==> config.mk <==
export PLATFORM = sky130hd
export DESIGN_NAME = pending_arbiter_rr
export DESIGN_NICKNAME = d
export VERILOG_FILES = /design/src/rtl/pending_arbiter_rr.sv
export SDC_FILE = /design/constraint.sdc
export NUM_CORES = 1
export LEC_CHECK = 0
export ABC_AREA = 1
export CAP_MARGIN = 20
export CORE_ASPECT_RATIO = 0.5
export CORE_UTILIZATION = 45
export CTS_BUF_LIST = sky130_fd_sc_hd__clkbuf_4 sky130_fd_sc_hd__clkbuf_8
export DETAILED_ROUTE_END_ITERATION = 10
export GPL_TIMING_DRIVEN = 0
export PLACE_DENSITY_LB_ADDON = 0.15
export SETUP_SLACK_MARGIN = 0.05
export SKIP_LAST_GASP = 1
export SYNTH_ARGS = -nofsm -noshare
export SYNTH_HDL_FRONTEND = slang
export SYNTH_SLANG_ARGS = --single-unit
==> constraint.sdc <==
create_clock -name clk -period 2.8 [get_ports clk]
set_input_delay 0.56 -clock clk [delete_from_list [all_inputs] [get_ports clk]]
set_output_delay 0.56 -clock clk [all_outputs]
set_load 0.005 [all_outputs]
==> src/rtl/pending_arbiter_rr.sv <==
// pending_arbiter_rr
// N-channel arbiter that accumulates single-cycle request pulses as per-channel
// pending credits and services one credit per enabled cycle with a registered
// one-hot grant. Ordering is fixed priority (bit 0 highest) or round-robin
// starting after the last granted channel.
//
// Optional feature macro: ARB_OVF_EN
//   defined   -> ports ovf / ovf_clr exist; ovf is a sticky flag set whenever a
//                request is dropped because its channel counter is saturated.
//   undefined -> no ovf / ovf_clr ports; dropped requests are discarded silently.
//
// Handshake: there is no back-pressure. A high req bit in a cycle is one credit
// offered and always accepted (unless the counter is saturated). grant is valid
// for exactly the cycle it is high, and grant_vld mirrors |grant.
module pending_arbiter_rr #(
  parameter int N     = 4,
  parameter int CNT_W = 4
) (
  input  logic         clk,
  input  logic         rstn,
  input  logic [N-1:0] req,
  input  logic         enable,
  input  logic         mode,
`ifdef ARB_OVF_EN
  input  logic         ovf_clr,
  output logic         ovf,
`endif
  output logic [N-1:0] grant,
  output logic         grant_vld,
  output logic         pend_any
);

  localparam int PTR_W = (N > 1) ? $clog2(N) : 1;
  localparam logic [CNT_W-1:0] CNT_MAX = '1;

  logic [CNT_W-1:0] cnt_q [N];
  logic [CNT_W-1:0] cnt_d [N];
  logic [PTR_W-1:0] ptr_q, ptr_d;
  logic [N-1:0]     grant_q, grant_d;
  logic             grant_vld_q, grant_vld_d;
  logic             pend_any_q, pend_any_d;

  logic [N-1:0]     elig;
  logic             win_vld;
  logic [PTR_W-1:0] win_idx;

  // Channel index k steps after base, wrapping modulo N.
  function automatic logic [PTR_W-1:0] rr_idx(input logic [PTR_W-1:0] base, input int k);
    int j;
    j = int'(base) + k;
    if (j >= N) j = j - N;
    return PTR_W'(j);
  endfunction

  // A channel competes if it holds credit or is requesting this cycle.
  always_comb begin
    for (int i = 0; i < N; i++) begin
      elig[i] = (cnt_q[i] != '0) | req[i];
    end
  end

  // Winner pick: loops run from lowest to highest priority so the last hit wins.
  always_comb begin
    win_vld = 1'b0;
    win_idx = '0;
    if (enable) begin
      if (!mode) begin
        for (int i = N - 1; i >= 0; i--) begin
          if (elig[i]) begin
            win_vld = 1'b1;
            win_idx = PTR_W'(i);
          end
        end
      end else begin
        // k = 1 (channel right after the pointer) is highest priority,
        // k = N (the pointer itself) lowest.
        for (int k = N; k >= 1; k--) begin
          if (elig[rr_idx(ptr_q, k)]) begin
            win_vld = 1'b1;
            win_idx = rr_idx(ptr_q, k);
          end
        end
      end
    end
  end

  // Credit bookkeeping: winner spends one credit, others saturate on add.
  always_comb begin
    for (int i = 0; i < N; i++) begin
      if (win_vld && (win_idx == PTR_W'(i))) begin
        // Modular arithmetic keeps a saturated winner with req at max (net 0).
        cnt_d[i] = cnt_q[i] + CNT_W'(req[i]) - CNT_W'(1);
      end else if (req[i] && (cnt_q[i] != CNT_MAX)) begin
        cnt_d[i] = cnt_q[i] + CNT_W'(1);
      end else begin
        cnt_d[i] = cnt_q[i];
      end
    end
  end

  // Next-state for grant, pointer and pending summary.
  always_comb begin
    grant_d     = '0;
    grant_vld_d = win_vld;
    ptr_d       = ptr_q;
    pend_any_d  = 1'b0;
    if (win_vld) begin
      grant_d[win_idx] = 1'b1;
      ptr_d            = win_idx;
    end
    for (int i = 0; i < N; i++) begin
      pend_any_d = pend_any_d | (cnt_d[i] != '0);
    end
  end

  // Arbiter state registers.
  always_ff @(posedge clk or negedge rstn) begin
    if (!rstn) begin
      for (int i = 0; i < N; i++) begin
        cnt_q[i] <= '0;
      end
      ptr_q       <= PTR_W'(N - 1);
      grant_q     <= '0;
      grant_vld_q <= 1'b0;
      pend_any_q  <= 1'b0;
    end else begin
      for (int i = 0; i < N; i++) begin
        cnt_q[i] <= cnt_d[i];
      end
      ptr_q       <= ptr_d;
      grant_q     <= grant_d;
      grant_vld_q <= grant_vld_d;
      pend_any_q  <= pend_any_d;
    end
  end

  assign grant     = grant_q;
  assign grant_vld = grant_vld_q;
  assign pend_any  = pend_any_q;

`ifdef ARB_OVF_EN
  logic drop;
  logic ovf_q, ovf_d;

  // A request is dropped when its non-winning channel is already at max.
  always_comb begin
    drop = 1'b0;
    for (int i = 0; i < N; i++) begin
      if (req[i] && (cnt_q[i] == CNT_MAX) && !(win_vld && (win_idx == PTR_W'(i)))) begin
        drop = 1'b1;
      end
    end
    // Set has priority over clear.
    ovf_d = drop | (ovf_q & ~ovf_clr);
  end

  // Sticky overflow flag.
  always_ff @(posedge clk or negedge rstn) begin
    if (!rstn) begin
      ovf_q <= 1'b0;
    end else begin
      ovf_q <= ovf_d;
    end
  end

  assign ovf = ovf_q;
`endif

endmodule

---- After elaboration in Yosys (flattened, before gate mapping) ----
Index checks and enable logic that the tools add are counted.
word-level totals
  flip-flop bits (word level) ............. 24
  input bits .............................. 8
  output and inout bits ................... 6
  word-level logic and storage cells ...... 121
cells by class
  $add $sub $neg .......................... 20
  order comparisons ....................... 10
  eq/ne operators ......................... 7
  mux-type cells .......................... 51
  bitwise gates (word level) .............. 7
  reduce and logical (&&, ||, !) cells .... 18
operators with widths
  kind                                                                                  count
  2-bit two-way mux                                                                     22
  4-bit two-way mux                                                                     9
  4-bit nonzero test                                                                    8
  4-bit by 1-bit adder with 4-bit output                                                4
  4-bit by 1-bit adder with 4-bit output (second input constant)                        4
  4-bit inequality test (second input constant)                                         4
  4-bit by 1-bit subtractor with 4-bit output (second input constant)                   4
  2-bit by 3-bit < comparator with 1-bit output (second input constant)                 5
  1-bit two-way mux                                                                     15
  3-bit greater-or-equal comparator (second input constant)                             3
  1-bit logical AND                                                                     9
  1-bit binary-select mux with 2-bit select                                             4
  2-bit by 1-bit subtractor with 2-bit output (second input constant)                   4
  1-bit OR                                                                              7
  2-bit by 2-bit adder with 3-bit output (second input constant)                        2
  2-bit by 3-bit adder with 4-bit output (second input constant)                        1
  2-bit equality test (second input constant)                                           2
  4-bit by 3-bit greater-or-equal comparator with 1-bit output (second input constant)  1
  2-bit by 1-bit adder with 3-bit output (second input constant)                        1
  1-bit demux with 2-bit select                                                         1
  2-bit by 1-bit equality test with 1-bit output (second input constant)                1
  2-bit by 1-bit greater-or-equal comparator with 1-bit output (second input constant)  1
  2-bit logical NOT                                                                     1

---- Depth between registers and ports, before layout ----
Gate-level depths: netlist (run 1).
  depth in word-level cells ............... 20
  depth in mapped cells ................... 21

---- Worst setup path after synthesis (run 1) ----
Ideal clock, no wire load.
  kind .................................... register to register
  start ................................... register cnt_q[12] (netlist name)
  end ..................................... register pend_any_q (netlist: pend_any)
  arrival ................................. 1.995 ns
  setup slack ............................. 0.686 ns
  cell stages (with the launch flop) ...... 20
  path buffers ............................ 0
  period minus slack after synthesis ...... 2.114 ns
  cell sequence ........................... dfrtp_1 -> inv_1 -> ha_1 -> inv_1 -> nor2_2 -> nand3_1 -> nand3_1 -> nand2_1 -> nand3_2 -> nand2_1 -> nand2_2 -> nand3_4 -> nand2_8 -> nand2_4 -> nand2_2 -> nand2_2 -> nor2_1 -> nand3_1 -> nor2_1 -> nand2_1
RTL lines
  what                               RTL line  text
  from (decl)                        36        logic [CNT_W-1:0] cnt_q [N];
  from (signal, indexed assignment)  128       cnt_q[i] <= cnt_d[i];
  to (signal assigned)               133       pend_any_q <= pend_any_d;
  to (decl)                          41        logic pend_any_q, pend_any_d;

==> results of run 1 <==
-- state kept, by name (all words and copies together) (netlist names) --
| name | count |
|---|---|
| grant | 4 |
| pend_any | 1 |
| cnt_q | 16 |
| ptr_q | 2 |
| grant_vld | 1 |
-- per-stage QoR --
| stage | hold slack (ns) | area [um^2] |
|---|---|---|
| floorplan | 0.264 | 2100 |
| global placement | 0.559 | 2300 |
| detailed placement | 0.565 | 2300 |
| CTS | 0.579 | 2350 |
| global route | 0.576 | 2400 |
| finish | 0.562 | 2400 |
-- cell type report --
cell class              count  area, um^2
well taps                  57        71.3
multi-input cells         194        1280
repair buffers             14         160
flip-flops and latches     24         603
fillers                   429        2050
plain buffers               3        30.0
clock buffers               4        55.1
inverters                  52         198
-- routing by layer --
metal  GRT usage  vias to the layer above
met4      0.0299                        0
met1       0.256                      801
li1            -                      898
met2       0.320                       24
met5           0                        -
met3      0.0362                        6
-- cell usage after synthesis --
library cell | n | area [um^2]
nand2_1 | 60 | 225
inv_1 | 47 | 176
nand3_1 | 25 | 125
dfrtp_1 | 22 | 551
xor2_1 | 18 | 158
ha_1 | 16 | 200
nor2_1 | 12 | 45.0
o21ai_0 | 11 | 55.1
nand4_1 | 10 | 62.6
nand2_2 | 8 | 50.1
nand3_2 | 6 | 60.1
nor2_2 | 5 | 31.3
inv_2 | 4 | 15.0
nand2_4 | 3 | 33.8
nand3b_1 | 3 | 22.5
xnor2_1 | 3 | 26.3
a21oi_4 | 2 | 32.5
buf_6 | 2 | 22.5
dfstp_2 | 2 | 52.6
nand3_4 | 2 | 35.0
nor2_4 | 2 | 22.5
o21ai_1 | 2 | 10.0
a21oi_1 | 1 | 5.00
buf_4 | 1 | 7.51
inv_4 | 1 | 6.26
nand2_8 | 1 | 20.0
nor2_8 | 1 | 20.0
o21ai_2 | 1 | 8.76
o21bai_2 | 1 | 11.3
o31ai_1 | 1 | 7.51
-- cell families (layout without fill, tap and decap cells) --
| kind of cell | Yosys count | in the layout | share of synthesized area |
|---|---|---|---|
| and+or+nand+nor | 138 | 138 | 0.359 |
| buffers and inverters | 55 | 73 | 0.109 |
| DFF | 24 | 24 | 0.287 |
| xor gates and xnor gates | 21 | 21 | 0.0877 |
| AOI/OAI and AO/OA | 19 | 19 | 0.0620 |
| adders and majority gates | 16 | 16 | 0.0954 |
-- report_power, final --
part	total, mW	switching, mW	internal [mW]
registers	0.607	0.128	0.479
clock network	0.241	0.115	0.126
logic	1.31	0.803	0.511
total	2.16	1.05	1.12
-- final timing paths --
| path | end | slack [ns] | cells after the start |
|---|---|---|---|
| hold reg to reg | ptr_q[1] | 0.58 | 2 |
| setup reg to reg | pend_any | 0.35 | 19 |
| max in group asynchronous | ptr_q[0] | 1.74 | 2 |
| hold / removal | grant[3] | 0.56 | 1 |
| setup / recovery | pend_any | 0.30 | 17 |
| min in group clk | ptr_q[1] | 0.58 | 2 |
-- timing repair --
action,4_1_cts,5_1_grt
endpoints found under the setup margin,0,1
gates resized for setup,0,4
endpoints found under the hold margin,0,0
hold buffers,0,0
==> impl_summary.log, run 1 <==
INFO  metric place_ws = -0.0778 ns
INFO  metric ys_seq_elements = 24
INFO  metric critPathArrivalTime = 2.67 ns
INFO  metric ctsLongestPathBuffers = 2
INFO  metric power-per-cell-area = 901 nW/um^2
INFO  metric synth_nets = 297
INFO  metric power_leakage = 1.23 nW
INFO  metric worst-path-max-fanout = 9
INFO  metric htree_levels = 1
INFO  metric synth.distinct_cells = 30
INFO  metric crit_path_max_incr_delay = 0.48 ns
INFO  metric grt_first_pass_wirelength = 7.33 mm
INFO  metric timing.critical_path.from_type = primary input
INFO  metric post_drt_antenna_nets = 0
INFO  metric vdd.ir_drop.worst = 0.333 mV
INFO  metric worst-setup-path-type = in2reg
INFO  metric drive_gt1_frac = 0.162
INFO  metric ioPinCount = 14
INFO  metric drt-total-wl = 4.16 mm
INFO  metric core_region_area = 4450 um^2
INFO  metric grt_overflow = 0
INFO  metric layout.cells.most_common = nand2_1
INFO  metric drt_first_pass_iters = 4
INFO  metric worst-slew-pin-transition = 0.519 ns
INFO  metric met1Wirelength = 2.18 mm
INFO  metric cpMostUsedCell = nand2_1
INFO  metric finish.net_count = 316
INFO  metric critical_path.n_buffers_inverters = 1
INFO  metric post_route_setup_slack = 0.297 ns
INFO  metric cts_sinks = 24
INFO  metric io_buffer_count = 13
INFO  metric min-delay-path-class = in2async
INFO  metric setup.worst_path.start = req[0]
INFO  metric hold_viol = 0
INFO  metric topRoutingLayerUsed = met4
INFO  metric fp.dieH = 50.3 um
INFO  metric grt_start_max_net_pins = 25
INFO  metric initialDrtViolationCount = 69
INFO  metric cts_tree = built
INFO  metric final.period_utilization = 0.894
INFO  metric post_cts_buffers = 0
INFO  metric status = finished, final reports clean
INFO  metric setup-violations-final = 0
INFO  metric clock_buffers_created_by_tritoncts = 3
INFO  metric critical-path-top-delay-family = simple AND/OR/NAND/NOR gates
INFO  metric max_freq = 0.400 GHz
INFO  metric syn_inst = 273
INFO  metric synth_seq_area_share = 0.287
INFO  metric routedWlPerCell = 12.0 um
INFO  metric num_antenna_cells = 0
INFO  metric setup_tns = 0 ns
INFO  metric worstPathCellList = clkdlybuf4s50_1 > nor2_4 > nand3_1 > nand3_1 > nand2_1 > nand3_2 > nand2_1 > nand2_2 > nand3_4 > nand2_8 > nand2_4 > nand2_1 > nand2_1 > nor2_1 > nand3_1 > nor2_1 > nand2_1
INFO  metric maxcap_viol_count = 0
INFO  metric worstPathRequired = 2.97 ns
INFO  metric slew_headroom = 0.651
INFO  metric die_w = 98.6 um
INFO  metric dieArea = 4960 um^2
INFO  metric numPlacedInstances = 343
INFO  metric design_power_total = 2.16 mW
INFO  metric end_of_flow_core_utilization = 0.540
INFO  metric grt_use_total = 0.188
INFO  metric yosys_warnings = 0
INFO  metric end_kind = register
INFO  metric clock_tree.root_cell = clkbuf_8
INFO  metric initial_antenna_violation_count = 0
INFO  metric skew = 0.00671 ns
INFO  metric clk_pin_slew = 0.09 ns
INFO  metric stdcell_count = 348
INFO  metric mappedNetlistArea = 2100 um^2
INFO  metric start_util = 0.472
INFO  metric r2r_start = cnt_q[9]
INFO  metric finalCriticalPeriod = 2.50 ns
INFO  metric detailroute.via_count = 1729
INFO  metric clkLatencyLatePin = 0.27 ns
INFO  metric avgSynthCellArea = 7.69 um^2
INFO  metric global_placement_routability_congestion = 0.882
INFO  metric most-common-layout-cells = nand2_1, inv_1, nand3_1
INFO  metric number_of_global_route_vias_before_repair = 1663
INFO  metric area_growth_syn_to_layout = 14.4%
INFO  metric detailedPlacementHpwl = 3.46 mm
INFO  metric std_cell_rows = 17
INFO  metric average_vias_per_placed_instance = 4.97
INFO  metric met2_length = 1.83 mm
INFO  metric rsz0062_at_grt = false
INFO  metric critPathSlowestCell = clkdlybuf4s50_1
INFO  metric wl_met3 = 122 um
INFO  metric finalMaxSlewViolations = 0
INFO  metric remaining_drc_errors = 0
Power figures use the tool's default switching activity.
==> run 2, diff against run 1 <==
Settings changed: CTS_CLUSTER_DIAMETER set to 200, SLEW_MARGIN set to 20.
==> run 2 against run 1 <==
Cell count decreased by 0.29%. Combinational power about the same. Global-route usage unchanged. Core utilization decreased by 0.73 points. Critical endpoint unchanged.
==> impl_summary.log, run 2 (synthesis results as in run 1) <==
INFO  metric cts_tree = built
INFO  metric finalMaxSlewViolations = 0
INFO  metric remaining_drc_errors = 0
INFO  metric combinationalPowerShare = 0.607
INFO  metric grt_start_max_net_pins = 25
INFO  metric groute.layer.met1.usage = 0.256
INFO  metric final.period_utilization = 0.895
INFO  metric initial_antenna_violation_count = 0
INFO  metric number_of_global_route_vias_before_repair = 1663
INFO  metric place_ws = -0.0778 ns
INFO  metric htree_levels = 1
INFO  metric status = finished, final reports clean
INFO  metric r2r_slack = 0.35 ns
INFO  metric power.internal = 1.11 mW
INFO  metric post_drt_antenna_nets = 0
INFO  metric min-delay-path-class = in2async
INFO  metric clk_pin_slew = 0.09 ns
INFO  metric fill_cells = 431
INFO  metric finish.net_count = 315
INFO  metric setup_tns = 0 ns
INFO  metric clock_buffers_created_by_tritoncts = 3
INFO  metric switching_power_total = 1.04 mW
INFO  metric global_placement_routability_congestion = 0.882
INFO  metric ioPinCount = 14
INFO  metric end_kind = register
INFO  metric detailedPlacementHpwl = 3.46 mm
INFO  metric layout.cells.most_common = nand2_1
INFO  metric stdcell_count = 347
INFO  metric use_met3 = 0.0362
INFO  metric use_met2 = 0.320
INFO  metric start_util = 0.472
INFO  metric num_antenna_cells = 0
INFO  metric cts_sinks = 24
INFO  metric critPathArrivalTime = 2.68 ns
INFO  metric power_leakage = 1.21 nW
INFO  metric die_w = 98.6 um
INFO  metric detailroute.via_count = 1713
INFO  metric fp.dieH = 50.3 um
INFO  metric initialDrtViolationCount = 85
INFO  metric core_region_area = 4450 um^2
INFO  metric clkLatencyLatePin = 0.27 ns
INFO  metric worst-path-max-fanout = 9
INFO  metric maxcap_viol_count = 0
INFO  metric grt_use_total = 0.188
INFO  metric grt_first_pass_wirelength = 7.33 mm
INFO  metric rsz0062_at_grt = false
INFO  metric average_vias_per_placed_instance = 4.94
INFO  metric timing.critical_path.from_type = primary input
INFO  metric drive_gt1_frac = 0.162
INFO  metric drt_first_pass_iters = 4
INFO  metric largest_register_ffs = 16
INFO  metric regMostFlops = cnt_q
INFO  metric worst-slew-pin-transition = 0.553 ns
INFO  metric post_route_setup_slack = 0.295 ns
INFO  metric seq_power_share = 0.281
INFO  metric sw_frac_of_total = 0.484
INFO  metric finalCriticalPeriod = 2.50 ns
INFO  metric power-per-cell-area = 911 nW/um^2
INFO  metric clockPowerShare = 0.112
INFO  metric hold_viol = 0
INFO  metric post_cts_buffers = 0
INFO  metric skew = 0.00665 ns
INFO  metric clock_tree.root_cell = clkbuf_8
INFO  metric vdd.ir_drop.worst = 0.333 mV
INFO  metric slew_headroom = 0.631
INFO  metric worst-setup-path-type = in2reg
INFO  metric grt_overflow = 0
INFO  metric setup-violations-final = 0
INFO  metric max_freq = 0.399 GHz
INFO  metric numPlacedInstances = 343
INFO  metric most-common-layout-cells = nand2_1, inv_1, nand3_1
INFO  metric worstPathRequired = 2.97 ns
INFO  metric ctsLongestPathBuffers = 2
INFO  metric io_buffer_count = 13
INFO  metric std_cell_rows = 17
INFO  metric area_growth_syn_to_layout = 12.8%
INFO  metric drt-total-wl = 4.16 mm
INFO  metric design_power_total = 2.16 mW
INFO  metric busiest_layer = met2
INFO  metric dieArea = 4960 um^2
INFO  metric routedWlPerCell = 12.0 um
==> run 2: what timing repair did <==
| item | in CTS | in global routing |
|---|---|---|
| resized for setup | 0 | 4 |
| hold buffers | 0 | 0 |
| setup endpoints to repair | 0 | 1 |
==> run 2: layout make-up <==
cell class	count	area (um^2)	area share
buffer	3	30.0	0.0127
clock buffer	4	55.1	0.0233
inverter	52	198	0.0835
multi-input combinational	194	1280	0.542
sequential	24	603	0.255
tap	57	71.3	0.0301
timing repair buffer	13	128	0.0539
==> run 2: stage by stage <==
step | util | hold WS [ns] | area, um^2
final | 0.533 | 0.267 | 2370
after global routing | 0.533 | 0.309 | 2370
after CTS | 0.530 | 0.579 | 2350
after detailed placement | 0.517 | 0.565 | 2300
after global placement | 0.517 | 0.559 | 2300
after floorplan | - | 0.264 | 2100
==> run 2: critical path: stages <==
cell and delay [ns]:
clkdlybuf4s50_1 0.48, nor2_4 0.19, nand3_1 0.11, nand3_1 0.13
nand2_1 0.08, nand3_2 0.08, nand2_1 0.06, nand2_2 0.07
nand3_4 0.15, nand2_8 0.15, nand2_4 0.08, nand2_1 0.07
nand2_1 0.09, nor2_1 0.10, nand3_1 0.11, nor2_1 0.10
nand2_1 0.05
==> run 2: worst paths after layout <==
check | from | endpoint | depth (start not counted)
min in group clk | ptr_q[1] | ptr_q[1] | 2
max in group asynchronous | rstn | ptr_q[0] | 1
setup / recovery | req[0] | pend_any | 17
hold reg to reg | ptr_q[1] | ptr_q[1] | 2
setup reg to reg | cnt_q[9] | pend_any | 19
hold / removal | rstn | grant[3] | 1
==> run 2: per-layer routing <==
layer | part of all wire | wire, um
met5 | 0 | 0
met4 | 0.0065 | 27
met3 | 0.030 | 126
met2 | 0.44 | 1850
met1 | 0.52 | 2160
==> run 2: power by group through the flow <==
stage / clock network, mW / registers [mW] / logic, mW
global placement: 0 / 0.614 / 1.26
global route: 0.263 / 0.624 / 1.50
floorplan: 0 / 0.588 / 1.04
finish: 0.241 / 0.607 / 1.31
CTS: 0.247 / 0.608 / 1.31
detailed placement: 0 / 0.613 / 1.30
==> run 3, diff against run 2 <==
Settings changed: CAP_MARGIN 20 to not set, CELL_PAD_IN_SITES_DETAIL_PLACEMENT set to 0, CELL_PAD_IN_SITES_GLOBAL_PLACEMENT set to 1.
==> run 3 against run 2 <==
Non-clock buffer count is 8 higher. Worst setup slack better by 0.011 ns. Cell count up 2.3%. Routed wire length grew 3.7%. Core utilization increased by 1.7 points. Sequential cell count unchanged. Clock skew fell by 0.0032 ns. Power up 2.4%. Count of clock-buffer cells in the layout unchanged. Largest power group unchanged.
==> impl_summary.log, run 3 (synthesis results as in run 1) <==
INFO  metric largest_register_ffs = 16
INFO  metric clock_tree.root_cell = clkbuf_8
INFO  metric fill_cells = 429
INFO  metric drt-total-wl = 4.31 mm
INFO  metric layout.cells.most_common = nand2_1
INFO  metric critPathArrivalTime = 2.66 ns
INFO  metric dieArea = 4960 um^2
INFO  metric cts_hold_buf = 0
INFO  metric clkLatencyLatePin = 0.27 ns
INFO  metric detailedPlacementHpwl = 3.52 mm
INFO  metric grt_use_total = 0.189
INFO  metric use_met2 = 0.295
INFO  metric grt_first_pass_wirelength = 7.17 mm
INFO  metric post_drt_antenna_nets = 0
INFO  metric rsz0062_at_grt = false
INFO  metric final_design_area_no_fill = 2440 um^2
INFO  metric timing.critical_path.from_type = register
INFO  metric finish.net_count = 323
INFO  metric htree_levels = 1
INFO  metric ctsLongestPathBuffers = 2
INFO  metric finalMaxSlewViolations = 0
INFO  metric regArea = 603 um^2
INFO  metric num_antenna_cells = 0
INFO  metric place_ws = -0.101 ns
INFO  metric cts_tree = built
INFO  metric worstPathRequired = 2.96 ns
INFO  metric design_power_total = 2.21 mW
INFO  metric status = finished, final reports clean
INFO  metric remaining_drc_errors = 0
INFO  metric std_cell_rows = 17
INFO  metric worst-path-max-fanout = 7
INFO  metric groute.layer.met1.usage = 0.273
INFO  metric clk_pin_slew = 0.08 ns
INFO  metric die_w = 98.6 um
INFO  metric global_placement_routability_congestion = 0.882
INFO  metric post_route_setup_slack = 0.307 ns
INFO  metric slew_headroom = 0.639
INFO  metric routedWlPerCell = 12.1 um
INFO  metric place_area = 2300 um^2
INFO  metric drt_first_pass_iters = 4
INFO  metric start_util = 0.472
INFO  metric skew = 0.00348 ns
INFO  metric area_growth_syn_to_layout = 16.5%
INFO  metric finalCriticalPeriod = 2.49 ns
INFO  metric hold_viol = 0
INFO  metric regMostFlops = cnt_q
INFO  metric power-per-cell-area = 904 nW/um^2
INFO  metric use_met3 = 0.0432
INFO  metric clock_buffers_created_by_tritoncts = 3
INFO  metric average_vias_per_placed_instance = 4.94
INFO  metric vdd.ir_drop.worst = 0.409 mV
INFO  metric drive_gt1_frac = 0.221
INFO  metric fp.dieH = 50.3 um
INFO  metric detailroute.via_count = 1754
INFO  metric final.period_utilization = 0.890
INFO  metric busiest_layer = met2
INFO  metric min-delay-path-class = in2async
INFO  metric multi_input_comb_area = 1300 um^2
INFO  metric most-common-layout-cells = nand2_1, inv_1, nand3_1
INFO  metric ioPinCount = 14
INFO  metric number_of_global_route_vias_before_repair = 1512
INFO  metric initialDrtViolationCount = 94
INFO  metric max_freq = 0.401 GHz
INFO  metric cts_sinks = 24
INFO  metric initial_antenna_violation_count = 0
INFO  metric end_kind = register
INFO  metric worst-setup-path-type = reg2reg
INFO  metric io_buffer_count = 13
INFO  metric maxcap_viol_count = 0
INFO  metric power_leakage = 1.27 nW
INFO  metric grt_overflow = 0
INFO  metric core_region_area = 4450 um^2
INFO  metric grt_start_max_net_pins = 25
INFO  metric setup-violations-final = 0
INFO  metric worst-slew-pin-transition = 0.541 ns
run 3: cell types whose count changed in the layout (fill, tap and decap cells not counted):
cell             change
nand2_2              +2
clkbuf_4             +1
nand2_1              -2
clkbuf_8             -1
clkdlybuf4s50_1      -3
nand3_2              +2
buf_4                +8
inv_2                +7
nand3_1              -2
inv_1                -7
dlymetal6s2s_1       +3
run 3: power by group:
| group | total (mW) | switching (mW) | internal, mW |
|---|---|---|---|
| Sequential | 0.617 | 0.138 | 0.479 |
| Clock | 0.222 | 0.111 | 0.111 |
| Combinational | 1.37 | 0.827 | 0.543 |
| Total | 2.21 | 1.08 | 1.13 |
run 3: worst paths after layout:
kind,from,endpoint,slack (ns),depth (start not counted)
max,cnt_q[9],pend_any,0.31,20
min,rstn,grant[3],0.26,1
max reg2reg,cnt_q[9],pend_any,0.31,20
min reg2reg,ptr_q[1],ptr_q[1],0.60,2
max in group asynchronous,rstn,ptr_q[1],2.16,1
min in group clk,ptr_q[1],ptr_q[1],0.60,2
run 3: stage by stage:
step                      hold WS [ns]  setup TNS, ns  cells  utilization
after global routing             0.305              0    355        0.550
final                            0.261              0    355        0.550
after global placement           0.567        -0.0892    343        0.517
after detailed placement         0.572         -0.101    343        0.517
after CTS                        0.589              0    347        0.528
after floorplan                  0.264              0    273            -
run 3: area by class of cell:
| type | count | area share |
|---|---|---|
| multi-input cells | 194 | 0.531 |
| flip-flops and latches | 24 | 0.247 |
| clock buffers | 4 | 0.0200 |
| well taps | 57 | 0.0292 |
| repair buffers | 21 | 0.0799 |
| plain buffers | 3 | 0.0123 |
| inverters | 52 | 0.0809 |
run 3: critical path: stages, from the launching register on:
cell and delay [ns]:
dfrtp_1 0.41, inv_2 0.09, ha_1 0.14, inv_1 0.06
nor2_4 0.16, nand3_1 0.11, nand3_1 0.11, nand2_1 0.06
nand2_1 0.06, nand2_1 0.06, nand2_2 0.13, nand2_4 0.09
buf_4 0.14, inv_4 0.11, nand2_4 0.09, nand2_1 0.08
nand2_2 0.05, nor2_1 0.10, nand3_1 0.13, nor2_1 0.14
nand2_1 0.06
run 3: repair_timing:
item,CTS,global route
buffers inserted,0,8
setup endpoints to repair,0,1
resized for setup,0,18
run 3: routing by layer:
| layer | share of wire | routed length (um) | up-vias |
|---|---|---|---|
| li1 | - | - | 916 |
| met1 | 0.53 | 2280 | 819 |
| met2 | 0.44 | 1890 | 17 |
| met3 | 0.029 | 125 | 2 |
| met4 | 0.0032 | 14 | 0 |
| met5 | 0 | 0 | - |
